===== config.mk =====
export PLATFORM = sky130hd
export DESIGN_NAME = sisc_fetch_unit
export DESIGN_NICKNAME = d
export VERILOG_FILES = /design/src/rtl/sisc_pkg.sv /design/src/rtl/sisc_br_cond.sv /design/src/rtl/sisc_fetch_unit.sv
export SDC_FILE = /design/constraint.sdc
export NUM_CORES = 1
export LEC_CHECK = 0
export CELL_PAD_IN_SITES_DETAIL_PLACEMENT = 0
export CELL_PAD_IN_SITES_GLOBAL_PLACEMENT = 1
export CORE_MARGIN = 2
export CORE_UTILIZATION = 34
export DETAILED_ROUTE_END_ITERATION = 7
export GPL_TIMING_DRIVEN = 0
export PLACE_DENSITY_LB_ADDON = 0.1
export SYNTH_ARGS = -nofsm -noshare
export SYNTH_HDL_FRONTEND = slang
export SYNTH_SLANG_ARGS = --single-unit

===== constraint.sdc =====
create_clock -name clk -period 3.5 [get_ports clk]
set_input_delay 1.05 -clock clk [delete_from_list [all_inputs] [get_ports clk]]
set_output_delay 1.05 -clock clk [all_outputs]
set_load 0.01 [all_outputs]

===== src/rtl/sisc_pkg.sv =====
// Shared SISC definitions: opcodes, IR field positions and the fetch state encoding.
// Imported by sisc_br_cond and sisc_fetch_unit.
package sisc_pkg;

    typedef enum logic [3:0] {
        NOOP   = 4'd0,
        LOD    = 4'd1,
        STR    = 4'd2,
        SWP    = 4'd3,
        BRA    = 4'd4,
        BRR    = 4'd5,
        BNE    = 4'd6,
        BNR    = 4'd7,
        ALU_OP = 4'd8,
        HLT    = 4'd15
    } opcode_e;

    localparam int unsigned OPC_MSB = 31;
    localparam int unsigned OPC_LSB = 28;
    localparam int unsigned MM_MSB  = 27;
    localparam int unsigned MM_LSB  = 24;
    localparam int unsigned RD_MSB  = 23;
    localparam int unsigned RD_LSB  = 20;
    localparam int unsigned RS_MSB  = 19;
    localparam int unsigned RS_LSB  = 16;
    localparam int unsigned RT_MSB  = 15;
    localparam int unsigned RT_LSB  = 12;
    localparam int unsigned IMM_MSB = 15;
    localparam int unsigned IMM_LSB = 0;

    typedef enum logic [1:0] {
        FS_IDLE = 2'd0,
        FS_REQ  = 2'd1,
        FS_WAIT = 2'd2
    } fetch_state_e;

endpackage


===== src/rtl/sisc_br_cond.sv =====
// Branch condition decode: (opcode, mm, stat) -> is_branch / taken / relative.
// Purely combinational; the fetch unit qualifies the result with br_en and state.
module sisc_br_cond
    import sisc_pkg::*;
(
    input  logic [3:0] opcode,
    input  logic [3:0] mm,
    input  logic [3:0] stat,
    output logic       is_branch,
    output logic       taken,
    output logic       relative
);

    logic hit;

    assign hit = |(mm & stat);

    always_comb begin
        is_branch = 1'b0;
        taken     = 1'b0;
        relative  = 1'b0;
        case (opcode)
            BRA: begin
                is_branch = 1'b1;
                taken     = hit;
            end
            BRR: begin
                is_branch = 1'b1;
                taken     = hit;
                relative  = 1'b1;
            end
            BNE: begin
                is_branch = 1'b1;
                taken     = ~hit;
            end
            BNR: begin
                is_branch = 1'b1;
                taken     = ~hit;
                relative  = 1'b1;
            end
            default: ;
        endcase
    end

endmodule


===== src/rtl/sisc_fetch_unit.sv =====
// SISC PC / IR / branch resolution with a three-state instruction fetch FSM.
// Optional taken-branch counter output br_cnt enabled by defining SISC_BR_CNT_EN.
module sisc_fetch_unit
    import sisc_pkg::*;
#(
    parameter int unsigned           ADDR_W   = 16,
    parameter int unsigned           INSTR_W  = 32,
    parameter logic [ADDR_W-1:0]     RESET_PC = '0
) (
    input  logic               clk,
    input  logic               rst_f,
    input  logic               fetch_go,
    input  logic               pc_rst,
    input  logic               br_en,
    input  logic [3:0]         stat,
    output logic [ADDR_W-1:0]  imem_addr,
    output logic               imem_req,
    input  logic               imem_ack,
    input  logic [INSTR_W-1:0] imem_rdata,
    output logic               fetch_busy,
    output logic               ir_valid,
    output logic [3:0]         opcode,
    output logic [3:0]         mm,
    output logic [3:0]         rd,
    output logic [3:0]         rs,
    output logic [3:0]         rt,
    output logic [15:0]        imm,
    output logic [ADDR_W-1:0]  pc,
    output logic               br_taken
`ifdef SISC_BR_CNT_EN
    ,
    output logic [15:0]        br_cnt
`endif
);

    localparam logic [ADDR_W-1:0] PC_ONE = {{(ADDR_W-1){1'b0}}, 1'b1};

    fetch_state_e       state;
    logic [ADDR_W-1:0]  pc_q;
    logic [INSTR_W-1:0] ir_q;
    logic               req_q;
    logic [ADDR_W-1:0]  imm_ext;
    logic               br_is, br_tk, br_rel;
    logic               idle, ack_hit, br_fire;

    assign opcode = ir_q[OPC_MSB:OPC_LSB];
    assign mm     = ir_q[MM_MSB:MM_LSB];
    assign rd     = ir_q[RD_MSB:RD_LSB];
    assign rs     = ir_q[RS_MSB:RS_LSB];
    assign rt     = ir_q[RT_MSB:RT_LSB];
    assign imm    = ir_q[IMM_MSB:IMM_LSB];

    generate
        if (ADDR_W > 16) begin : g_imm_sext
            assign imm_ext = {{(ADDR_W-16){ir_q[IMM_MSB]}}, ir_q[IMM_MSB:IMM_LSB]};
        end else begin : g_imm_trunc
            assign imm_ext = ir_q[ADDR_W-1:0];
        end
    endgenerate

    sisc_br_cond u_br_cond (
        .opcode    (opcode),
        .mm        (mm),
        .stat      (stat),
        .is_branch (br_is),
        .taken     (br_tk),
        .relative  (br_rel)
    );

    assign idle    = (state == FS_IDLE);
    assign ack_hit = (state == FS_WAIT) && imem_ack;
    assign br_fire = idle && br_en && br_is && br_tk;

    // ir_valid / br_taken flag the cycle whose closing edge writes IR / PC.
    assign ir_valid   = ack_hit;
    assign br_taken   = br_fire && !pc_rst;
    assign fetch_busy = idle ? fetch_go : 1'b1;
    assign imem_req   = req_q;
    assign imem_addr  = pc_q;
    assign pc         = pc_q;

    always_ff @(posedge clk or negedge rst_f) begin
        if (!rst_f) begin
            state <= FS_IDLE;
            req_q <= 1'b0;
            ir_q  <= '0;
        end else begin
            case (state)
                FS_IDLE: begin
                    if (fetch_go) begin
                        state <= FS_REQ;
                        req_q <= 1'b1;
                    end
                end
                FS_REQ: begin
                    state <= FS_WAIT;
                end
                FS_WAIT: begin
                    if (imem_ack) begin
                        state <= FS_IDLE;
                        req_q <= 1'b0;
                        ir_q  <= imem_rdata;
                    end
                end
                default: begin
                    state <= FS_IDLE;
                    req_q <= 1'b0;
                end
            endcase
        end
    end

    always_ff @(posedge clk or negedge rst_f) begin
        if (!rst_f) begin
            pc_q <= RESET_PC;
        end else if (pc_rst) begin
            pc_q <= RESET_PC;
        end else if (br_fire) begin
            pc_q <= br_rel ? (pc_q + imm_ext) : imm_ext;
        end else if (ack_hit) begin
            pc_q <= pc_q + PC_ONE;
        end
    end

`ifdef SISC_BR_CNT_EN
    logic [15:0] br_cnt_q;

    always_ff @(posedge clk or negedge rst_f) begin
        if (!rst_f) begin
            br_cnt_q <= '0;
        end else if (pc_rst) begin
            br_cnt_q <= '0;
        end else if (br_fire && (br_cnt_q != '1)) begin
            br_cnt_q <= br_cnt_q + 16'd1;
        end
    end

    assign br_cnt = br_cnt_q;
`endif

endmodule

==> run_results.csv <==
group,metric,value,unit
outcome,status,"finished, final reports clean",
yosys,synth.distinct_cells,61,
placement,dpl_cell_area,4660,µm²
worst_setup_path,required,2.45,ns
min_path,hold_class,"flip-flop to flip-flop",
cells_and_area,syn_to_final_growth,41.7,%
routing,drt-total-wl,9.75,mm
floorplan,dieArea,10700,µm²
yosys,synth_ff_type,"dfrtp_1",
cells_and_area,drive_gt1_frac,0.119,
sta,max_freq,0.293,GHz
worst_setup_path,cp_cell_sequence,"clkdlybuf4s50_1 > a221oi_2 > xnor2_2 > nand4_4 > nor2_1 > buf_2",
power_and_ir_drop,power.density,655,nW/µm²
worst_setup_path,max_stage_delay,0.41,ns
cells_and_area,fin_area,4760,µm²
worst_setup_path,crit_type,"input pin to output port",
sta,relSlewSlack,0.559,
routing,drt_first_pass_iters,4,
placement,gp_congestion,0.896,
yosys,async_flop_share,1.00,
clocking,htree_levels,2,
global_route,grt_pass1_vias,3225,
power_and_ir_drop,total_power,3120,µW
routing,antenna_left,0,
min_path,min_from,"ir_q[16]$_DFFE_PN0P_",
sta,hold_viol_final,0,
placement,io_buffers,112,
floorplan,top_level_ports,114,
sta,rsz0062_at_grt,"no",
routing,routedWlPerCell,15.3,µm
sta,worst_pin_slew,0.644,ns
power_and_ir_drop,p_leak,0.00221,µW
sta,fin_crit_sh,0.976,
routing,via_per_inst,4.95,
cells_and_area,diodes,0,
clocking,clock-sinks,51,
global_route,grt_pass1_wl,16.0,mm
yosys,ys_seq_area_frac,0.380,
placement,pre_cts_slack,-0.888,ns
worst_setup_path,critPathCaptureType,"output port",
floorplan,core_area,9680,µm²
yosys,synth_area_per_cell,8.77,µm²
yosys,ys_warn_count,0,
yosys,synth-seq-cells,51,
global_route,grtUsageTotal,0.192,
yosys,synth_enable_flop_cells,0,
cells_and_area,nFillCells,979,
sta,maxSlewViolCount,0,
worst_setup_path,cp_slowest_cell,"clkdlybuf4s50_1",
clocking,clockBufferDepth,2,
yosys,syn_inst,383,
sta,setup_ws,0.0831,ns
worst_setup_path,critical_path.startpoint,"stat[3]",
clocking,numCtsBuffers,5,
placement,dp_hpwl,7.34,mm
routing,via_count,3156,
sta,setup_viol,0,
floorplan,initial_utilization,0.347,
worst_setup_path,crit_path_max_fanout,3,
clocking,cts-root-buf,"clkbuf_8",
global_route,grt_max_degree,27,
flow_run,maxCapViolCount,0,
cells_and_area,regArea,1280,µm²
floorplan,num_rows,36,
clocking,holdBufCountCts,0,
worst_setup_path,start_kind,"input pin",
sta,whs,0.487,ns
sta,clock_skew,0.00531,ns
cells_and_area,nNetsFinal,563,
floorplan,die_h,103,µm
clocking,cts_tree,"yes",
power_and_ir_drop,vdd_drop_max,0.269,mV
floorplan,die_w,103,µm
yosys,syn_area,3360,µm²
routing,drt_iter0_drc,99,
clocking,clk_pin_slew_worst_paths,0.11,ns
worst_setup_path,r2r_start,"imem_addr[0]$_DFFE_PN0P_",
clocking,clock_latency,0.32,ns
cells_and_area,multi_input_area,1810,µm²
global_route,antenna_found_initial,0,
yosys,synth_nets,442,
routing,remaining_drc_errors,0,
placement,placedCellCount,629,
cells_and_area,layoutNonFillerInstCount,638,
sta,period_minus_slack,3.42,ns
worst_setup_path,r2r_setup_slack,0.90,ns
worst_setup_path,arrival,2.37,ns
global_route,grt-ovfl-total,0,
sequential cells by signal, indices dropped and copies added (netlist names):
name       cells
state          2
imem_req       1
ir_q          32
imem_addr     16
cells by family (layout without fill, tap and decap cells):
kind of cell,after synthesis,count (layout),share of synthesized area
XOR/XNOR,23,23,0.0599
adder cells (fa/ha/maj),17,17,0.0655
flip-flops,51,51,0.380
buffers and inverters,43,165,0.0826
AND/OR/NAND/NOR,175,175,0.251
AO/OA/AOI/OAI,74,74,0.162
cell usage after synthesis, types with 2 or more instances:
library cell / instances / area share
inv_2: 2 / 0.0022
nor2b_4: 2 / 0.0082
a31oi_1: 2 / 0.0037
nand2_1: 115 / 0.13
or3_1: 2 / 0.0037
nor3b_1: 2 / 0.0045
buf_2: 3 / 0.0045
and3_2: 2 / 0.0045
nor2b_1: 2 / 0.0037
a211oi_1: 11 / 0.025
nor2_1: 14 / 0.016
and3_1: 2 / 0.0037
buf_1: 3 / 0.0034
o2111ai_1: 2 / 0.0052
nor3_1: 7 / 0.010
a221oi_2: 2 / 0.0089
xor2_1: 9 / 0.023
clkbuf_1: 6 / 0.0067
a21o_1: 7 / 0.016
buf_4: 20 / 0.045
inv_1: 6 / 0.0067
nand4_1: 4 / 0.0074
and2_1: 2 / 0.0037
xnor2_1: 14 / 0.036
a21oi_2: 2 / 0.0052
nand3_1: 8 / 0.012
a311oi_1: 2 / 0.0052
o21ai_1: 5 / 0.0074
and4_1: 2 / 0.0052
ha_1: 16 / 0.060
o21ai_0: 2 / 0.0030
o21bai_1: 2 / 0.0045
a221o_1: 2 / 0.0060
a211o_1: 4 / 0.010
a221oi_1: 5 / 0.013
dfrtp_1: 51 / 0.38
a21oi_1: 17 / 0.025
report_power, final:
group | internal (µW) | switching [µW] | leakage [µW]
registers | 800 | 272 | 0.000658
clock network | 146 | 230 | 0.0000489
logic | 893 | 778 | 0.00151
total | 1840 | 1280 | 0.00221
cells in the final DEF (no fill, tap or decap), types with 3 or more instances in the layout:
| cell type | instances |
|---|---|
| buf_2 | 5 |
| a211o_1 | 4 |
| clkbuf_1 | 4 |
| a21oi_1 | 17 |
| xor2_1 | 9 |
| nand4_1 | 4 |
| dfrtp_1 | 51 |
| a221oi_1 | 5 |
| a21o_1 | 7 |
| buf_1 | 3 |
| nand2_1 | 115 |
| a211oi_1 | 11 |
| nor2_1 | 14 |
| o21ai_1 | 5 |
| ha_1 | 16 |
| buf_4 | 24 |
| clkbuf_8 | 6 |
| clkdlybuf4s50_1 | 106 |
| inv_1 | 6 |
| nor3_1 | 7 |
| nand3_1 | 8 |
| xnor2_1 | 13 |
timing repair:
item                                    in CTS  in global routing
pin swaps                                    3                  4
gates cloned                                 1                  0
gates resized for setup                      9                  3
endpoints found under the setup margin       2                  2
setup buffers                                4                  0
layer usage:
layer / part of all wire / track usage
met4: 0.0074 / 0.0395
met3: 0.066 / 0.0511
met5: 0 / 0
met2: 0.47 / 0.315
met1: 0.46 / 0.257
per-stage QoR:
stage / TNS (ns) / util
after floorplan: 0 / -
after global placement: -20.67 / 0.480
after detailed placement: -1.74 / 0.482
after CTS: -0.0447 / 0.492
after global routing: 0 / 0.492
final: 0 / 0.492
path summary, 6_finish.rpt:
path                                              to  cells past startpoint
max                                         br_taken                      6
min                             ir_q[16]$_DFFE_PN0P_                      2
max reg2reg                imem_addr[14]$_DFFE_PN0P_                     10
min reg2reg                     ir_q[16]$_DFFE_PN0P_                      2
max in group asynchronous       ir_q[11]$_DFFE_PN0P_                      2
min in group asynchronous       state[1]$_DFFE_PN0P_                      1
layout make-up:
class,instances,area share
inverter,8,0.00788
sequential,51,0.268
clock buffer,5,0.0145
tap,133,0.0350
timing repair inverter,1,0.00131
buffer,31,0.0431
clock inverter,3,0.00473
timing repair buffer,117,0.244
multi-input combinational,289,0.381
worst max-delay path: cells and delay by family:
family | cells | cell delay, ns
AO/OA/AOI/OAI | 1 | 0.32
AND/OR/NAND/NOR | 2 | 0.27
XOR/XNOR | 1 | 0.17
buffers and inverters | 2 | 0.56
No activity file was read; power rests on OpenSTA's default activity.
